**src/rtl/mem_bus_bridge_pkg.sv**
```systemverilog
// mem_bus_bridge_pkg: shared FSM encoding, strobe width and access-fault cause mapping
package mem_bus_bridge_pkg;
    localparam int WSTRB_WIDTH = 4;
    typedef enum logic [1:0] {IDLE = 2'd0, REQ = 2'd1, DONE = 2'd2} state_t;
    typedef enum logic [3:0] {
        CAUSE_INSTR_FAULT = 4'd1,
        CAUSE_LOAD_FAULT  = 4'd5,
        CAUSE_STORE_FAULT = 4'd7
    } fault_cause_t;
    function automatic fault_cause_t fault_cause(input logic fetch, input logic [WSTRB_WIDTH-1:0] wstrb);
        return fetch ? CAUSE_INSTR_FAULT : (|wstrb) ? CAUSE_STORE_FAULT : CAUSE_LOAD_FAULT;
    endfunction
endpackage

```
**src/rtl/mem_bus_bridge_if.sv**
```systemverilog
// mem_bus_bridge_if: valid/ready request channel between the bridge and the SoC interconnect
interface mem_bus_bridge_if;
    import mem_bus_bridge_pkg::*;
    logic                   bus_valid;
    logic                   bus_ready;
    logic [31:0]            bus_addr;
    logic [31:0]            bus_wdata;
    logic [31:0]            bus_rdata;
    logic [WSTRB_WIDTH-1:0] bus_wstrb;
    modport master (output bus_valid, bus_addr, bus_wdata, bus_wstrb, input bus_ready, bus_rdata);
    modport slave  (input bus_valid, bus_addr, bus_wdata, bus_wstrb, output bus_ready, bus_rdata);
endinterface

```
**src/rtl/mem_bus_bridge_timeout_counter.sv**
```systemverilog
// bus_timeout_counter: saturating wait counter that flags the last permitted cycle of a bus request
module bus_timeout_counter #(
    parameter int unsigned TIMEOUT_CYCLES = 255
) (
    input  logic clk,
    input  logic reset,
    input  logic clear,
    input  logic enable,
    output logic expired
);
    localparam int unsigned W      = TIMEOUT_CYCLES == 0 ? 1 : $clog2(TIMEOUT_CYCLES + 1);
    localparam int unsigned LAST_I = TIMEOUT_CYCLES == 0 ? 0 : TIMEOUT_CYCLES - 1;
    localparam logic [W-1:0] LAST  = W'(LAST_I);
    logic [W-1:0] count;
    always_ff @(posedge clk) begin
        if (reset || clear) count <= '0;
        else if (enable && TIMEOUT_CYCLES != 0 && count != '1) count <= count + 1'b1;
    end
    assign expired = (TIMEOUT_CYCLES != 0) && (count == LAST);
endmodule

```
**src/rtl/mem_bus_bridge.sv**
```systemverilog
// mem_bus_bridge: single-outstanding CPU memory access to valid/ready bus bridge with hang watchdog
module mem_bus_bridge
    import mem_bus_bridge_pkg::*;
#(
    parameter int unsigned TIMEOUT_CYCLES = 255
) (
    input  logic                   clk,
    input  logic                   reset,
    input  logic                   cpu_req,
    input  logic                   cpu_fetch,
    input  logic [31:0]            cpu_addr,
    input  logic [31:0]            cpu_wdata,
    input  logic [WSTRB_WIDTH-1:0] cpu_wstrb,
    output logic                   cpu_ready,
    output logic [31:0]            cpu_rdata,
    output logic                   cpu_fault,
    output logic                   cpu_fault_fetch,
    output logic                   busy,
    mem_bus_bridge_if.master       bus
);
    state_t state, next;
    logic   fetch_q, fault_q, expired, accept;
    assign accept = (state == IDLE) && cpu_req;
    bus_timeout_counter #(.TIMEOUT_CYCLES(TIMEOUT_CYCLES)) u_timeout (
        .clk     (clk),
        .reset   (reset),
        .clear   (accept),
        .enable  ((state == REQ) && !bus.bus_ready),
        .expired (expired)
    );
    always_ff @(posedge clk) begin
        if (reset) state <= IDLE;
        else state <= next;
    end
    always_comb begin
        next            = state;
        next            = state == IDLE ? (cpu_req ? REQ : IDLE)
                        : state == REQ  ? ((bus.bus_ready || expired) ? DONE : REQ)
                        : IDLE;
        bus.bus_valid   = state == REQ;
        cpu_ready       = state == DONE;
        busy            = state != IDLE;
        cpu_fault       = (state == DONE) && fault_q;
        cpu_fault_fetch = (state == DONE) && fault_q && fetch_q;
    end
    // bus_ready takes priority over a coincident timeout expiry
    always_ff @(posedge clk) begin
        if (reset) begin
            bus.bus_addr  <= '0;
            bus.bus_wdata <= '0;
            bus.bus_wstrb <= '0;
            fetch_q       <= 1'b0;
            fault_q       <= 1'b0;
            cpu_rdata     <= '0;
        end else if (accept) begin
            bus.bus_addr  <= cpu_addr;
            bus.bus_wdata <= cpu_wdata;
            bus.bus_wstrb <= cpu_wstrb;
            fetch_q       <= cpu_fetch;
        end else if (state == REQ && bus.bus_ready) begin
            fault_q <= 1'b0;
            if (bus.bus_wstrb == '0) cpu_rdata <= bus.bus_rdata;
        end else if (state == REQ && expired) begin
            fault_q   <= 1'b1;
            cpu_rdata <= '0;
        end
    end
endmodule

```
**src/flat_wrapper.sv**
```systemverilog
// flat-port wrapper written by rule: the top's interface ports become plain ports
module mem_bus_bridge_flat import mem_bus_bridge_pkg::*;
#(
    parameter int unsigned TIMEOUT_CYCLES = 255
)
  (clk, reset, cpu_req, cpu_fetch, cpu_addr, cpu_wdata, cpu_wstrb, cpu_ready, cpu_rdata, cpu_fault, cpu_fault_fetch, busy, bus_bus_valid, bus_bus_addr, bus_bus_wdata, bus_bus_wstrb, bus_bus_ready, bus_bus_rdata);
  mem_bus_bridge_if bus_i ();
  input  logic clk;
  input  logic reset;
  input  logic cpu_req;
  input  logic cpu_fetch;
  input  logic [31:0] cpu_addr;
  input  logic [31:0] cpu_wdata;
  input  logic [WSTRB_WIDTH-1:0] cpu_wstrb;
  output logic cpu_ready;
  output logic [31:0] cpu_rdata;
  output logic cpu_fault;
  output logic cpu_fault_fetch;
  output logic busy;
  output wire logic [$bits(bus_i.bus_valid)-1:0] bus_bus_valid;
  output wire logic [$bits(bus_i.bus_addr)-1:0] bus_bus_addr;
  output wire logic [$bits(bus_i.bus_wdata)-1:0] bus_bus_wdata;
  output wire logic [$bits(bus_i.bus_wstrb)-1:0] bus_bus_wstrb;
  input wire logic [$bits(bus_i.bus_ready)-1:0] bus_bus_ready;
  input wire logic [$bits(bus_i.bus_rdata)-1:0] bus_bus_rdata;
  assign bus_bus_valid = bus_i.bus_valid;
  assign bus_bus_addr = bus_i.bus_addr;
  assign bus_bus_wdata = bus_i.bus_wdata;
  assign bus_bus_wstrb = bus_i.bus_wstrb;
  assign bus_i.bus_ready = bus_bus_ready;
  assign bus_i.bus_rdata = bus_bus_rdata;
  mem_bus_bridge #(.TIMEOUT_CYCLES(TIMEOUT_CYCLES)) u_core (.clk(clk), .reset(reset), .cpu_req(cpu_req), .cpu_fetch(cpu_fetch), .cpu_addr(cpu_addr), .cpu_wdata(cpu_wdata), .cpu_wstrb(cpu_wstrb), .cpu_ready(cpu_ready), .cpu_rdata(cpu_rdata), .cpu_fault(cpu_fault), .cpu_fault_fetch(cpu_fault_fetch), .busy(busy), .bus(bus_i));
endmodule
```
**config.mk**
```make
export PLATFORM = sky130hd
export DESIGN_NAME = mem_bus_bridge_flat
export DESIGN_NICKNAME = d
export VERILOG_FILES = /design/src/rtl/mem_bus_bridge_pkg.sv /design/src/rtl/mem_bus_bridge_if.sv /design/src/rtl/mem_bus_bridge_timeout_counter.sv /design/src/rtl/mem_bus_bridge.sv /design/src/flat_wrapper.sv
export SDC_FILE = /design/constraint.sdc
export NUM_CORES = 1
export LEC_CHECK = 0
export ABC_AREA = 1
export ABC_CLOCK_PERIOD_IN_PS = 1750
export CORE_MARGIN = 8
export CORE_UTILIZATION = 40
export DETAILED_ROUTE_END_ITERATION = 16
export GPL_ROUTABILITY_DRIVEN = 0
export MAX_ROUTING_LAYER = met4
export PLACE_DENSITY = 0.86
export SLEW_MARGIN = 15
export SYNTH_ARGS = -nofsm -noshare
export SYNTH_HDL_FRONTEND = slang
export SYNTH_HIERARCHICAL = 1
export SYNTH_SLANG_ARGS = --single-unit
```
**constraint.sdc**
```tcl
create_clock -name clk -period 1.75 [get_ports clk]
set_input_delay 0.2625 -clock clk [delete_from_list [all_inputs] [get_ports clk]]
set_output_delay 0.2625 -clock clk [all_outputs]
set_load 0.05 [all_outputs]
```
Word level (Yosys, flattened, before mapping)
Index checks and enable logic that the tools add are counted.
Storage, ports and cells
  register bits: 112
Cells by class
  equal/unequal tests: 5
  reductions and logical operators: 16
  bitwise operators: 1
  add/sub/neg operators: 1
  multiplexer cells: 9
Operators by type and width (number)
  2-to-1 mux 32 bit: 3
  adder 8 x 1 -> 8 bit, second input constant: 1
  equality test 8 bit, second input constant: 1
  != test 8 bit, second input constant: 1
  logical AND 1 bit: 7
  2-to-1 mux 2 bit: 3
  logical NOT 4 bit: 1
  nonzero test 2 bit: 2
  2-to-1 mux 1 bit: 3
  AND reduction 3 bit: 1
  equality test 2 x 1 -> 1 bit, second input constant: 1
  equality test 2 bit, second input constant: 1
  logical NOT 2 bit: 1
  logical OR 1 bit: 2
  != test 2 bit, second input constant: 1
  AND reduction 2 bit: 1
  logical NOT 1 bit: 1
  NOT 1 bit: 1

Depth between registers and ports, before layout
  depth in word-level cells: 5
  gate-level depth with buffers: 10
  gate-level depth less buffers: 9

By module
Netlist, hierarchy kept.
Modules (own cells, without submodules)
  mem_bus_bridge: sequential area each 2082.0 µm², cells each 465, area each 3697.3 µm², times used 1
  bus_timeout_counter: sequential area each 160.2 µm², cells each 65, area each 445.4 µm², times used 1

Least setup slack after synthesis
No wires, ideal clock.
  kind: register -> output
  from: register u_core.state[1]
  to: output cpu_fault_fetch
  path slack: -0.177 ns
  cell stages (with the launch flop): 4
  required time: 1.487 ns
  arrival time: 1.665 ns
  buffers on the path: 0
  path through: dfxtp_1 inv_1 nor2_1 and3_1
Between the ends
  cells in the longest elaborated chain, start to end: 3
Ends and longest elaborated chain
  from (decl): RTL line mem_bus_bridge.sv:21  | state_t state, next;
  from (signal assigned): RTL line mem_bus_bridge.sv:33  | else state <= next;
  equality test 2 bit
  via cpu_ready: RTL line flat_wrapper.sv:15  | output logic cpu_ready;
  logical AND 1 bit (2 in a row): RTL line mem_bus_bridge.sv:44  | cpu_fault_fetch = (state == DONE) && fault_q && fetch_q;
  to (decl): RTL line flat_wrapper.sv:18  | output logic cpu_fault_fetch;
The timed path passes the listed nets, and every way through them passes these cells.

Worst setup path after layout
  from: register u_core.state[1]
  to: output cpu_fault_fetch
Between the ends
  cells in the longest elaborated chain, start to end: 3
Ends and longest elaborated chain (RTL line)
  equality test 2 bit: mem_bus_bridge.sv:44
  logical AND 1 bit (2 in a row): mem_bus_bridge.sv:44
Every way passes these cells.

==> impl_metrics.ini <==
[timing]
fin_skew_ns = 0.0122
finalCriticalPeriod_ns = 1.57
hold_viol_final = 0
rsz0062_at_grt = no
drv_slew = 0
hold_slack_ns = 0.275
setup_viol = 0
final.setup.tns_ns = 0
worst_pin_slew_ns = 0.504
relSlewSlack_pct = 66.6
fin_crit_sh_pct = 89.5
fmax_ghz = 0.638

[power_and_ir_drop]
power_uw = 5590
ir_worst_vdd_v = 0.000415
seqPwrFrac_pct = 49.2
p_leak_uw = 0.00258
powerDensity_mw_per_mm2 = 889
power_frac_comb_pct = 23.0
swShare_pct = 30.1
clock_power_share_pct = 27.8
p_int_uw = 3900
p_switching_uw = 1680

[clock_tree]
cts.sinks = 112
clk_pin_slew_worst_paths_ns = 0.10
clock_path_buffers = 2
clock_latency_ns = 0.36
cts_tree = built
cts_root_buf = clkbuf_8
ctsHoldBuffers = 0
cts_made_buffers = 9
htreeDepth = 3

[yosys]
seq_area_frac_synth_pct = 54.1
yosysWarnings = 6
yosysUniqueCellTypes = 25
netlist.area_leader.share_pct = 54.1
synth_seq_cells = 112
synth_nets = 637
synth.largest_area_cell = dfxtp_1
ys_top_cells_by_area = dfxtp_1 (54%), nand2_1 (20%), a21oi_1 (13%), buf_6 (3.0%), nor2_1 (1.7%)
synth.avg_cell_area_sq_um = 7.82
synthesis.area_sq_mm = 0.00414
syn_inst = 530

[drt]
drt_iter0_markers = 268
drt-pass1-iter-count = 4
via_per_inst = 4.72
wl_mm = 12.9
vias = 4095
drc = 0
ant_nets = 0
wire_per_inst_um = 14.8

[floorplan]
num_io_pins = 210
rows = 37
die_w_um = 118
dieArea_sq_mm = 0.0139
die_height_um = 118
core_sq_mm = 0.0102
start_util_pct = 40.7

[final_layout]
drive_above_1_share_pct = 18.9
antennaDiodeCount = 0
fin_nets = 833
finalNonFillerCells = 867
final_util_pct = 61.7
syn2layout_area_growth_pct = 51.7

[setup_path]
crit_start = u_core/state[1]$_SDFF_PP0_
crit_family = flip-flops
path_depth = 4
timing.rr.end = u_core/cpu_rdata[14]$_SDFFE_PP0P_
cp_slowest_stage_delay_ns = 0.37
crit_chain = inv_1 -> nor2_2 -> and3_1 -> buf_12
crit_path_top_delay_cell = dfxtp_1
cp.arrival_ns = 1.30
worst-path-buf-inv = 2
crit_type = flop to output pin
crit_required_ns = 1.49
crit_end = cpu_fault_fetch
critPathMaxFanout = 4
reg2reg_depth = 10
worst_setup_path_start_kind = flop
timing.rr.start = u_core/u_timeout/count[6]$_SDFFE_PP0P_
end_kind = output pin
ff2ff_setup_slack_ns = 0.20

[global_routing]
grtUsageTotal_pct = 18.4
grt_max_degree = 71
grt_pass1_vias = 4078
antenna_found_initial = 0
gr-total-overflow = 0
grt_first_pass_wirelength_mm = 20.6

[run]
cap_violations = 0

[worst_hold_path]
hp-class = input port to flop

[place]
place_hpwl_mm = 9.72
dpl.cell_count = 851
io_buffers = 209

[run_status]
status = complete, no violations
==> what timing repair did <==
action | 4_1_cts | 5_1_grt
buffers inserted | 0 | 0
endpoints found under the setup margin | 11 | 32
gates resized for setup | 11 | 6
==> synth_stat cells <==
library cell  instances
and3_1                1
buf_1                 2
clkbuf_1              9
nor3b_1               1
nand3_1               2
buf_6                11
o21ai_0               3
a21oi_1             106
nor2_1               19
nor3_1                4
nand3_2               3
xnor2_1               1
inv_2                 1
o21ai_1               2
nor2_4                1
buf_4                 2
inv_1                 7
nand2_1             222
ha_1                  2
nand2_2               6
dfxtp_1             112
buf_2                 8
xor2_1                1
nor2_2                3
inv_4                 1
==> power groups by stage <==
stage | Combinational, uW | Sequential (uW) | Clock [uW]
after CTS | 1290 | 2750 | 1590
after global routing | 1370 | 2770 | 1700
after global placement | 1280 | 2800 | 0
final | 1280 | 2750 | 1550
after floorplan | 356 | 3220 | 0
after detailed placement | 1300 | 2810 | 0
==> sequential cells by signal (all words and copies together) (netlist names) <==
register,flops
u_core/fault_q,1
u_core/bus.bus_wstrb,4
u_core/state,2
u_core/cpu_rdata,32
u_core/bus.bus_wdata,32
u_core/bus.bus_addr,32
u_core/u_timeout/count,8
u_core/fetch_q,1
==> how the worst min path moves through the flow <==
stage / from / endpoint / slack, ns / depth (start not counted)
after global placement: u_core/cpu_rdata[15]$_SDFFE_PP0P_ / u_core/cpu_rdata[15]$_SDFFE_PP0P_ / 0.45 / 2
after CTS: reset / u_core/bus.bus_wdata[27]$_SDFFE_PP0N_ / 0.25 / 2
after detailed placement: u_core/cpu_rdata[1]$_SDFFE_PP0P_ / u_core/cpu_rdata[1]$_SDFFE_PP0P_ / 0.45 / 2
after global routing: reset / u_core/bus.bus_wdata[28]$_SDFFE_PP0N_ / 0.27 / 2
final: reset / u_core/bus.bus_wdata[30]$_SDFFE_PP0N_ / 0.28 / 2
after floorplan: cpu_addr[0] / u_core/bus.bus_addr[0]$_SDFFE_PP0N_ / 0.41 / 2
==> placed cells by master (no fill, tap or decap), types with 5 or more instances in the layout <==
cell type and instances:
clkbuf_8 11, nor2_1 16, dlygate4sd2_1 11, buf_4 97, nor2_2 5, inv_1 7, buf_12 6, nand2_2 8
a21oi_1 106, nand2_1 220, clkdlybuf4s50_1 103, dfxtp_1 111
==> final cells by class <==
class                   instances  area [sq um]
clock buffers                  13           159
clock inverters                 3          40.0
fillers                       875          3900
inverters                       9          36.3
multi-input cells             377          1660
flip-flops and latches        112          2240
well taps                     136           170
repair buffers                217          1980
==> cells by family (layout without fill, tap and decap cells) <==
kind of cell               count (synthesis)  in the layout  synth area share [%]
and+or+nand+nor                          262            262                  25.2
DFF                                      112            112                  54.1
AOI/OAI and AO/OA                        111            111                  13.4
buffers and inverters                     41            242                  6.19
xor gates and xnor gates                   2              2                 0.423
adders and majority gates                  2              2                 0.604
==> stage by stage <==
| stage | setup WS (ns) | area [sq um] |
|---|---|---|
| 5_1_grt | 0.0237 | 6290 |
| 3_3_place_gp | 0.183 | 6080 |
| 2_1_floorplan | 0.0275 | 4150 |
| 3_5_place_dp | 0.118 | 6080 |
| 4_1_cts | 0.121 | 6270 |
| 6_report | 0.183 | 6290 |
==> per-layer routing <==
layer  vias to the layer above  part of all wire (%)  global-route usage [%]
met5                         -                     0                       -
met4                         0                   2.1                    6.81
met3                        19                   4.5                    3.65
met2                       132                    52                    32.5
met1                      1864                    41                    20.1
li1                       2080                     -                       -
Note: power is estimated with default switching activity, not from simulation.
